### config.mk
export PLATFORM = sky130hd
export DESIGN_NAME = playback_ctrl
export DESIGN_NICKNAME = d
export VERILOG_FILES = /design/src/rtl/playback_ctrl.sv
export SDC_FILE = /design/constraint.sdc
export NUM_CORES = 1
export LEC_CHECK = 0
export ABC_AREA = 0
export CAP_MARGIN = 20
export CORE_UTILIZATION = 59
export DETAILED_ROUTE_END_ITERATION = 10
export GPL_ROUTABILITY_DRIVEN = 0
export PLACE_DENSITY = 0.84
export SYNTH_ARGS = -nofsm -noshare
export SYNTH_HDL_FRONTEND = slang
export SYNTH_SLANG_ARGS = --single-unit
export TNS_END_PERCENT = 5
### constraint.sdc
create_clock -name clk -period 3.4 [get_ports clk]
set_clock_uncertainty 0.15 [all_clocks]
set_input_delay 0.34 -clock clk [delete_from_list [all_inputs] [get_ports clk]]
set_output_delay 0.34 -clock clk [all_outputs]
set_load 0.02 [all_outputs]
### src/rtl/playback_ctrl.sv
// Playback control: button edges -> play/pause, volume, track index; loader req/ack with timeout.
// Outputs change 1 cycle after a button edge is sampled; track_req is held until ack or timeout.
module playback_ctrl #(
  parameter int NUM_TRACKS  = 8,
  parameter int TRK_W       = 3,
  parameter int VOL_W       = 4,
  parameter int VOL_MAX     = 15,
  parameter int VOL_DEFAULT = 8,
  parameter int ACK_TIMEOUT = 255
) (
  input  logic             clk,
  input  logic             rst_n,
  input  logic             play_pause,
  input  logic             volume_up,
  input  logic             volume_down,
  input  logic             forward,
  input  logic             backward,
  input  logic             track_done,
  input  logic             track_ack,
  output logic             track_req,
  output logic [TRK_W-1:0] track_idx,
  output logic [VOL_W-1:0] volume,
  output logic             playing,
  output logic             busy,
  output logic             load_err
);

  localparam int CNT_W = $clog2(ACK_TIMEOUT + 1);
  localparam logic [TRK_W-1:0] IDX_LAST = TRK_W'(NUM_TRACKS - 1);
  localparam logic [VOL_W-1:0] VOL_TOP  = VOL_W'(VOL_MAX);
  localparam logic [VOL_W-1:0] VOL_RST  = VOL_W'(VOL_DEFAULT);
  localparam logic [CNT_W-1:0] CNT_LAST = CNT_W'(ACK_TIMEOUT - 1);

  typedef enum logic [1:0] {
    ST_PAUSED,
    ST_PLAYING,
    ST_LOADING
  } state_e;

  // Button bit order: {play_pause, volume_up, volume_down, forward, backward}
  logic [4:0]       btn_cur_q, btn_prev_q;
  state_e           state_q, state_d;
  logic [TRK_W-1:0] idx_q, idx_d;
  logic [VOL_W-1:0] vol_q, vol_d;
  logic             loaded_q, loaded_d;
  logic             resume_q, resume_d;
  logic [CNT_W-1:0] cnt_q, cnt_d;
  logic             load_err_q, load_err_d;

  logic evt_pp, evt_up, evt_dn, evt_fwd_btn, evt_bwd;
  logic evt_fwd, step_fwd, step_bwd, resume_tgl;
  logic [TRK_W-1:0] idx_inc, idx_dec;

  always_ff @(posedge clk or negedge rst_n) begin
    if (!rst_n) begin
      btn_cur_q  <= '0;
      btn_prev_q <= '0;
    end else begin
      btn_cur_q  <= {play_pause, volume_up, volume_down, forward, backward};
      btn_prev_q <= btn_cur_q;
    end
  end

  assign evt_pp      = btn_cur_q[4] ^ btn_prev_q[4];
  assign evt_up      = btn_cur_q[3] & ~btn_prev_q[3];
  assign evt_dn      = btn_cur_q[2] & ~btn_prev_q[2];
  assign evt_fwd_btn = btn_cur_q[1] & ~btn_prev_q[1];
  assign evt_bwd     = btn_cur_q[0] & ~btn_prev_q[0];

  // End of track only advances while actually playing.
  assign evt_fwd  = evt_fwd_btn | (track_done & (state_q == ST_PLAYING));
  assign step_fwd = evt_fwd & ~evt_bwd;
  assign step_bwd = evt_bwd & ~evt_fwd;

  assign idx_inc    = (idx_q == IDX_LAST) ? '0 : idx_q + 1'b1;
  assign idx_dec    = (idx_q == '0) ? IDX_LAST : idx_q - 1'b1;
  assign resume_tgl = resume_q ^ evt_pp;

  always_comb begin
    state_d    = state_q;
    idx_d      = idx_q;
    vol_d      = vol_q;
    loaded_d   = loaded_q;
    resume_d   = resume_q;
    cnt_d      = cnt_q;
    load_err_d = 1'b0;

    if (evt_up && !evt_dn && vol_q != VOL_TOP) begin
      vol_d = vol_q + 1'b1;
    end else if (evt_dn && !evt_up && vol_q != '0) begin
      vol_d = vol_q - 1'b1;
    end

    case (state_q)
      ST_PAUSED: begin
        if (step_fwd || step_bwd) begin
          idx_d    = step_fwd ? idx_inc : idx_dec;
          resume_d = evt_pp;
          cnt_d    = '0;
          state_d  = ST_LOADING;
        end else if (evt_pp) begin
          if (loaded_q) begin
            state_d = ST_PLAYING;
          end else begin
            resume_d = 1'b1;
            cnt_d    = '0;
            state_d  = ST_LOADING;
          end
        end
      end
      ST_PLAYING: begin
        if (step_fwd || step_bwd) begin
          idx_d    = step_fwd ? idx_inc : idx_dec;
          resume_d = ~evt_pp;
          cnt_d    = '0;
          state_d  = ST_LOADING;
        end else if (evt_pp) begin
          state_d = ST_PAUSED;
        end
      end
      ST_LOADING: begin
        resume_d = resume_tgl;
        // An ack on the expiry cycle still counts as a successful load.
        if (track_ack) begin
          loaded_d = 1'b1;
          state_d  = resume_tgl ? ST_PLAYING : ST_PAUSED;
        end else if (cnt_q == CNT_LAST) begin
          loaded_d   = 1'b0;
          load_err_d = 1'b1;
          state_d    = ST_PAUSED;
        end else begin
          cnt_d = cnt_q + 1'b1;
        end
      end
      default: state_d = ST_PAUSED;
    endcase
  end

  always_ff @(posedge clk or negedge rst_n) begin
    if (!rst_n) begin
      state_q    <= ST_PAUSED;
      idx_q      <= '0;
      vol_q      <= VOL_RST;
      loaded_q   <= 1'b0;
      resume_q   <= 1'b0;
      cnt_q      <= '0;
      load_err_q <= 1'b0;
    end else begin
      state_q    <= state_d;
      idx_q      <= idx_d;
      vol_q      <= vol_d;
      loaded_q   <= loaded_d;
      resume_q   <= resume_d;
      cnt_q      <= cnt_d;
      load_err_q <= load_err_d;
    end
  end

  assign track_req = (state_q == ST_LOADING);
  assign busy      = (state_q == ST_LOADING);
  assign playing   = (state_q == ST_PLAYING);
  assign track_idx = idx_q;
  assign volume    = vol_q;
  assign load_err  = load_err_q;

endmodule

# [Word-level counts from Yosys, hierarchy flattened]
# Index checks and enable logic that the tools add are counted.
[totals] elab_cells=93 input_bits=9 out_inout_bits=11 register_bits=30
[classes] n_reduce_logical=19 n_mux=31 bitwise=17 n_addsub=5 eq_ne=12
[ops] operator="2-to-1 mux 8 bit" n=6
[ops] operator="one-hot mux 8 bit (3 select lines)" n=1
[ops] operator="2-to-1 mux 2 bit" n=7
[ops] operator="2-to-1 mux 1 bit" n=10
[ops] operator="2-to-1 mux 3 bit" n=3
[ops] operator="adder 8 x 1 -> 8 bit (second input constant)" n=1
[ops] operator="equality test 8 bit (second input constant)" n=1
[ops] operator="2-to-1 mux 4 bit" n=2
[ops] operator="AND 1 bit" n=7
[ops] operator="inverter 1 bit" n=7
[ops] operator="inequality test 3 bit (second input constant)" n=2
[ops] operator="one-hot mux 2 bit (3 select lines)" n=1
[ops] operator="AND reduction 6 bit" n=1
[ops] operator="adder 4 x 1 -> 4 bit (second input constant)" n=1
[ops] operator="logical AND 1 bit" n=4
[ops] operator="inequality test 2 bit (second input constant)" n=2
[ops] operator="inequality test 4 bit (second input constant)" n=1
[ops] operator="AND reduction 2 bit" n=2
[ops] operator="AND reduction 4 bit" n=1
[ops] operator="nonzero test 2 bit" n=2
[ops] operator="nonzero test 4 bit" n=1
[ops] operator="subtractor 4 x 1 -> 4 bit (second input constant)" n=1
[ops] operator="adder 3 x 1 -> 3 bit (second input constant)" n=1
[ops] operator="equality test 3 bit (second input constant)" n=1
[ops] operator="other kinds (16)" n=18

# [Logic depth before layout (Yosys ltp)]
# Gate-level depths: netlist of run 1.
[logic_depth] ltp_word=8 ltp_mapped=10 depth_no_buf=9

# [Worst setup path before layout of run 1]
# Ideal clock, no wire load.
[synth_path] path_type="reg-to-reg" from="register state_q[1]" to="register cnt_q[3]" path_stages_with_launch=10 arrival_ps=2108 path_slack_ps=1074 n_path_buf=0 setup_ps=69 t_required_ps=3181 synth_period_minus_slack_ps=2326 cell_sequence="dfrtp_1 > inv_1 > ha_1 > nand2_1 > o21ai_0 > ha_1 > nor2_1 > a211oi_4 > or4_1 > nand3_1"
[synth_via] elab_chain_len=8 word_cells_on_any_way=18 classes_between="7 x eq/ne; 2 x mux; 5 x bitwise; 4 x reduce/logical"
[synth_lines] item="from (decl)" line_no="42" rtl="state_e state_q, state_d;"
[synth_lines] item="from (signal assigned)" line_no="149" rtl="state_q <= state_d;"
[synth_lines] item="equality test 2 x 1 -> 1 bit *"
[synth_lines] item="net playing" line_no="23" rtl="output logic playing,"
[synth_lines] item="AND 1 bit" line_no="71" rtl="assign evt_fwd = evt_fwd_btn | (track_done & (state_q == ST_PLAYING));"
[synth_lines] item="OR 1 bit" line_no="71"
[synth_lines] item="inverter 1 bit" line_no="73" rtl="assign step_bwd = evt_bwd & ~evt_fwd;"
[synth_lines] item="AND 1 bit" line_no="73"
[synth_lines] item="logical OR 1 bit" line_no="96, 112"
[synth_lines] item="inequality test 3 bit (no source line) (tied with other cells)"
[synth_lines] item="AND reduction 6 bit (no source line) or one-hot mux 8 bit (3 select lines) (tied branches)"
[synth_lines] item="to (signal assigned)" line_no="154" rtl="cnt_q <= cnt_d;"
[synth_lines] item="to (decl)" line_no="47" rtl="logic [CNT_W-1:0] cnt_q, cnt_d;"
# Mark *: on every way through the listed nets, which the timed path passes. The rest lies on a longest branch.
# A chain may end at the register's enable or synchronous reset.

# [Worst setup path after layout of run 1]
[layout_path] from="register state_q[1]" to="register cnt_q[2]"
[layout_via] elab_chain_len=8 word_cells_on_any_way=18 classes_between="7 x eq/ne; 2 x mux; 5 x bitwise; 4 x reduce/logical"
[layout_lines] item="equality test 2 x 1 -> 1 bit" line_no="71, 94"
[layout_lines] item="AND 1 bit" line_no="71"
[layout_lines] item="OR 1 bit" line_no="71"
[layout_lines] item="inverter 1 bit" line_no="73"
[layout_lines] item="AND 1 bit" line_no="73"
[layout_lines] item="logical OR 1 bit" line_no="96, 112"
[layout_lines] item="inequality test 3 bit (no source line) (tied with other cells)"
[layout_lines] item="AND reduction 6 bit (no source line) or one-hot mux 8 bit (3 select lines) (tied branches)"
# Parallel ways exist; a longest one is shown, timed or not.

==> qor.json, run 1 <==
{
  "sta": {
    "final-max-slew-violation-count": 0,
    "hold_violations": 0,
    "fmax_mhz": 384,
    "timing_worst_slew_pin_value_ns": 0.587,
    "final_cycle_utilization_of_the_critical_path_pct": 76.5,
    "setup_failing_eps_final": 0,
    "slew-limit-headroom_pct": 60.8,
    "fin_ws_ns": 0.798,
    "setup-tns-final_ns": 0,
    "fin_crit_ns": 2.60,
    "unrepaired_setup_endpoints_after_global_routing": "no"
  },
  "place": {
    "detailedPlace.worstSlack_ns": 0.830,
    "hpwl_um": 2420,
    "count_of_buffers_inserted_at_the_top_level_ports": 19
  },
  "synth": {
    "post_synth.cell_area_avg_um2": 10.5,
    "synth_top_area_share_pct": 43.3,
    "yosys.cell_types.count": 48,
    "synth_edf_count": 0,
    "synth.top_cells.by_area": "dfrtp_1, ha_1, a21oi_1, nand3_1, mux2_1",
    "synth_flop_cell": "dfrtp_1",
    "post_synth_inst_count": 160,
    "yosys_warnings": 0,
    "post-synth-top-area-cell": "dfrtp_1",
    "portion_of_the_post_synthesis_area_used_by_sequential_elements_pct": 44.9,
    "synth-seq-cells": 30,
    "synth_fp_nets": 183,
    "synth_area_um2": 1670,
    "ys_async_sr_fraction_pct": 100
  },
  "critical_path": {
    "required_ns": 3.46,
    "critical_path.max_fanout": 14,
    "rr_worst_depth": 9,
    "crit_path_start_kind": "register",
    "arrival_ns": 2.66,
    "critPathCaptureType": "register",
    "timing_worst_setup_path_type": "register to register",
    "worstSetupStartpoint": "state_q[1]",
    "rr_startpoint": "state_q[1]"
  },
  "drt": {
    "drcViolationCount": 0,
    "first_iter_violations": 62,
    "wl_per_cell_um": 15.9,
    "first_pass_iters": 4,
    "routed_via_density": 6.36,
    "routed_wirelength_um": 3400,
    "vias": 1361,
    "route.antenna.remaining_nets": 0
  },
  "clock_network": {
    "cts_sinks": 30,
    "clk_pin_slew_ns": 0.10,
    "htree_levels": 2,
    "cts_hold_buffers": 0,
    "cts_setup_buffers": 0,
    "ctsRootBufferMaster": "clkbuf_4",
    "clock_tree_from_tritoncts": "built",
    "postCtsResizedCells": 0,
    "clk_path_buf_depth": 2,
    "insertion_delay_ns": 0.33,
    "numCtsBuffers": 5
  },
  "power_and_ir_drop": {
    "power.density_nw_per_um2": 755,
    "max-vdd-ir-drop_uv": 609,
    "leakage_nw": 0.883
  },
  "final_layout": {
    "final_layout_size_suffix_gt1_share_pct": 7.07,
    "layout.nets": 206,
    "filler_cell_count": 151,
    "layout-area-overhead-vs-synth_pct": 15.5,
    "antennaDiodeCount": 0
  },
  "die": {
    "die_h_um": 55.3,
    "core-area_um2": 2570,
    "die-width_um": 55.3,
    "io_pins": 20,
    "fp.dieArea_um2": 3050,
    "initial_core_util_pct": 65.2,
    "placement_rows": 18
  },
  "grt": {
    "grt_max_degree": 31,
    "groute.usage.overall_pct": 24.0,
    "first_global_vias": 1325,
    "total_grt_overflow": 0,
    "grt_antenna_before_repair": 0,
    "first_pass_grt_wire_length_um": 5780
  },
  "status": {
    "outcome": "complete, no violations"
  },
  "run": {
    "max_cap_viol_count": 0
  },
  "hold_path": {
    "timing.hold.worst.class": "input port to async pin"
  }
}
## Yosys cell counts, drive strengths merged, types with 2 or more instances
cell type and instances:
nand2 9, nor2b 2, a21o 4, nand3 9, a22o 4, mux2 4, nand2b 4, nand4 3
a211oi 2, inv 10, clkbuf 2, a21oi 10, o21ai 7, or4 2, buf 2, xor2 4
dfrtp 29, nor3 5, ha 13, nor4 2, o31ai 2, a211o 3, nor2 8
## cells in the final DEF, fill, tap and decap left out, types with 2 or more instances in the layout
| cell type | count |
|---|---|
| a211o_1 | 2 |
| a21o_1 | 4 |
| a21oi_1 | 10 |
| a22o_1 | 4 |
| clkbuf_4 | 5 |
| clkdlybuf4s50_1 | 19 |
| clkinv_2 | 2 |
| dfrtp_1 | 29 |
| ha_1 | 13 |
| inv_1 | 9 |
| mux2_1 | 4 |
| nand2_1 | 9 |
| nand2b_1 | 4 |
| nand3_1 | 9 |
| nand4_1 | 3 |
| nor2_1 | 8 |
| nor2b_1 | 2 |
| nor3_1 | 5 |
| nor4_1 | 2 |
| o21ai_0 | 7 |
| o31ai_1 | 2 |
| or4_1 | 2 |
| xor2_1 | 3 |
## state kept, by name, summed over array words and instances, names as in the netlist
register    count
state_q         2
btn_prev_q      5
track_idx       3
loaded_q        1
volume          4
resume_q        1
cnt_q           8
load_err        1
btn_cur_q       5
## logic make-up (layout without fill, tap and decap cells)
kind of cell    count (synthesis)  count (layout)  synth area share [%]
compound gates                 42              42                  18.0
fa+ha+maj                      14              14                  10.9
simple gates                   50              50                  16.0
flops                          30              30                  44.9
xor+xnor                        5               5                  3.06
buf+inv                        14              38                  3.81
mux                             5               5                  3.29
## metal layers
metal	GRT usage [%]	routed length [um]	share of wire (%)	vias to the layer above
met5	0	0	0	-
met2	37.9	1660	49	62
met4	14.6	96	2.8	0
met1	29.8	1430	42	650
li1	-	-	-	635
met3	5.62	213	6.3	14
## path summary, 6_finish.rpt
path,slack [ns],endpoint
max,0.80,cnt_q[2]
min,0.23,track_idx[2]
max reg2reg,0.80,cnt_q[2]
min reg2reg,0.24,btn_prev_q[1]
max in group asynchronous,2.55,volume[3]
min in group clk,0.24,btn_prev_q[1]
## stage by stage
step / total power [mW] / hold WS [ns] / instances / cell area (um^2) / util [%]
after CTS: 1.46 / 0.238 / 214 / 1930 / 75.3
final: 1.46 / 0.226 / 214 / 1930 / 75.3
after global placement: 1.21 / 0.212 / 206 / 1880 / 73.3
after detailed placement: 1.25 / 0.218 / 206 / 1880 / 73.3
after global routing: 1.56 / 0.249 / 214 / 1930 / 75.3
after floorplan: 1.04 / -0.106 / 160 / 1670 / -
## report_power, final
| part | switching [mW] | internal (mW) | total, mW |
|---|---|---|---|
| Clock | 0.121 | 0.0786 | 0.200 |
| Sequential | 0.0950 | 0.436 | 0.531 |
| Combinational | 0.404 | 0.325 | 0.729 |
## worst max-delay path, cell delays in order (launching register included)
cell	delay, ns
dfrtp_1	0.39
inv_1	0.08
ha_1	0.27
nand2_1	0.09
o21ai_0	0.08
ha_1	0.38
nor2_1	0.11
a211oi_4	0.54
nor4_1	0.10
a211o_1	0.28
## layout make-up
type	instances	area, um^2	area share (%)
Multi-Input combinational cell	116	858	44.4
Timing Repair Buffer	20	198	10.2
Inverter	10	37.5	1.94
Clock buffer	6	41.3	2.13
Sequential cell	30	752	38.9
Tap cell	30	37.5	1.94
Clock inverter	2	10.0	0.517
(Power assumes the default switching activity.)
==> run 2: changes to the inputs <==
--- a/config.mk
+++ b/config.mk
@@ -7,10 +7,10 @@
 export LEC_CHECK = 0
 export ABC_AREA = 0
 export CAP_MARGIN = 20
-export CORE_UTILIZATION = 59
+export CORE_UTILIZATION = 49
 export DETAILED_ROUTE_END_ITERATION = 10
 export GPL_ROUTABILITY_DRIVEN = 0
-export PLACE_DENSITY = 0.84
+export PLACE_DENSITY = 0.74
 export SYNTH_ARGS = -nofsm -noshare
 export SYNTH_HDL_FRONTEND = slang
 export SYNTH_SLANG_ARGS = --single-unit
==> constraint.sdc (replaced) <==
create_clock -name clk -period 2.3 [get_ports clk]
set_clock_uncertainty 0.15 [all_clocks]
set_input_delay 0.23 -clock clk [delete_from_list [all_inputs] [get_ports clk]]
set_output_delay 0.23 -clock clk [all_outputs]
set_load 0.02 [all_outputs]
==> qor.json, run 2 (synthesis gave the netlist of run 1 again) <==
{
  "place": {
    "place.detailed.instances": 227,
    "hpwl_um": 2480,
    "count_of_buffers_inserted_at_the_top_level_ports": 19
  },
  "final_layout": {
    "post-route-util_pct": 63.8,
    "final_layout_size_suffix_gt1_share_pct": 12.0,
    "layout-area-overhead-vs-synth_pct": 20.2,
    "max_flop_register": "cnt_q",
    "number_of_flip_flops_under_the_largest_register_name": 8,
    "filler_cell_count": 271,
    "final-instance-count-excl-fill": 235,
    "sequential_cell_area_um2": 753,
    "layout_commonest_cell": "dfrtp_1",
    "multi_input_comb_area_um2": 867,
    "antennaDiodeCount": 0,
    "final_cell_mix": "dfrtp_1, clkdlybuf4s50_1, ha_1",
    "layout.nets": 213,
    "reg_top3": "cnt_q: 8 flops, btn_cur_q: 5 flops, btn_prev_q: 5 flops"
  },
  "critical_path": {
    "worst_path_max_delay_cell": "clkdlybuf4s50_1",
    "required_ns": 1.92,
    "timing_worst_setup_path_type": "register to output port",
    "path_buf_inv": 2,
    "r2r_slack_ns": 0.07,
    "critPathCaptureType": "output port",
    "crit_path_start_kind": "register",
    "arrival_ns": 1.89,
    "crit_chain": "inv_1 -> ha_1 -> clkdlybuf4s50_1",
    "cp_slowest_stage_delay_ns": 0.68,
    "critical_path.max_fanout": 9,
    "cp_top_delay_family": "buffers and inverters"
  },
  "drt": {
    "vias": 1365,
    "routed_wirelength_um": 3400,
    "wl_per_cell_um": 14.5,
    "routed_via_density": 5.81,
    "route.antenna.remaining_nets": 0,
    "drcViolationCount": 0,
    "first_iter_violations": 60,
    "first_pass_iters": 4
  },
  "sta": {
    "hold_violations": 0,
    "setup-tns-final_ns": 0,
    "final_cycle_utilization_of_the_critical_path_pct": 98.8,
    "fin_crit_ns": 2.27,
    "unrepaired_setup_endpoints_after_global_routing": "yes",
    "setup_failing_eps_final": 0,
    "fmax_mhz": 440,
    "timing_worst_slew_pin_value_ns": 0.527,
    "final-max-slew-violation-count": 0,
    "slew-limit-headroom_pct": 64.8
  },
  "run": {
    "max_cap_viol_count": 0
  },
  "clock_network": {
    "clk_path_buf_depth": 2,
    "insertion_delay_ns": 0.33,
    "htree_levels": 2,
    "cts_setup_buffers": 0,
    "clk_pin_slew_ns": 0.09,
    "numCtsBuffers": 5,
    "ctsRootBufferMaster": "clkbuf_4",
    "clock_tree_from_tritoncts": "built",
    "cts_sinks": 30,
    "cts_hold_buffers": 0
  },
  "grt": {
    "grt.met2_usage_pct": 38.0,
    "total_grt_overflow": 0,
    "globalRouteMet3Util_pct": 7.25,
    "globalRouteMet1Util_pct": 25.3,
    "first_pass_grt_wire_length_um": 5780,
    "busiest_layer": "met2",
    "groute.usage.overall_pct": 22.1,
    "grt_max_degree": 31,
    "grt_antenna_before_repair": 0,
    "first_global_vias": 1332
  },
  "hold_path": {
    "timing.hold.worst.class": "input port to async pin"
  },
  "power_and_ir_drop": {
    "max-vdd-ir-drop_uv": 601,
    "leakage_nw": 0.910,
    "power.density_nw_per_um2": 1100
  },
  "die": {
    "placement_rows": 20,
    "fp.dieArea_um2": 3650,
    "core-area_um2": 3150,
    "initial_core_util_pct": 53.1,
    "die_h_um": 60.5,
    "io_pins": 20,
    "die-width_um": 60.5
  },
  "status": {
    "outcome": "complete, no violations"
  }
}
[run 2: changes by cell type in the layout (fill, tap and decap cells not counted), sizes merged]
cell	change
buf	+7
clkbuf	+2
clkinv	-2
[run 2: power by group]
part / switching [mW] / internal (mW)
registers: 0.125 / 0.647
clock network: 0.171 / 0.121
logic: 0.617 / 0.539
total: 0.914 / 1.31
[run 2: routing by layer]
metal  up-vias  part of all wire [%]
li1        646                     -
met1       676                    42
met2        37                    52
met3         6                   4.6
met4         0                   1.8
met5         -                     0
[run 2: final timing paths]
path / cells after the start / from / endpoint
max in group asynchronous: 2 / rst_n / volume[3]
min in group clk: 1 / forward / btn_cur_q[1]
worst min-delay path: 2 / rst_n / track_idx[1]
worst min register to register: 0 / btn_cur_q[1] / btn_prev_q[1]
worst max-delay path: 3 / state_q[0] / busy
worst max register to register: 9 / state_q[1] / cnt_q[2]
[run 2: area by class of cell]
cell class / count / area share (%)
clock buffers: 8 / 2.43
inverters: 10 / 1.87
multi-input cells: 116 / 43.1
flip-flops and latches: 30 / 37.4
well taps: 44 / 2.74
repair buffers: 27 / 12.4
[run 2: what timing repair did]
item | CTS | global route
resized for setup | 0 | 4
hold endpoints to repair | 0 | 0
setup endpoints to repair | 0 | 15
[run 2: per-stage QoR]
step                hold slack (ns)  worst slack, ns  power [mW]  area (um^2)
floorplan                    -0.216           0.0640        1.54         1680
global placement              0.214           0.0620        1.86         1960
detailed placement            0.220        -0.000730        1.93         1960
CTS                           0.136          0.00223        2.23         2000
global route                  0.158           -0.105        2.40         2010
finish                        0.132           0.0281        2.22         2010
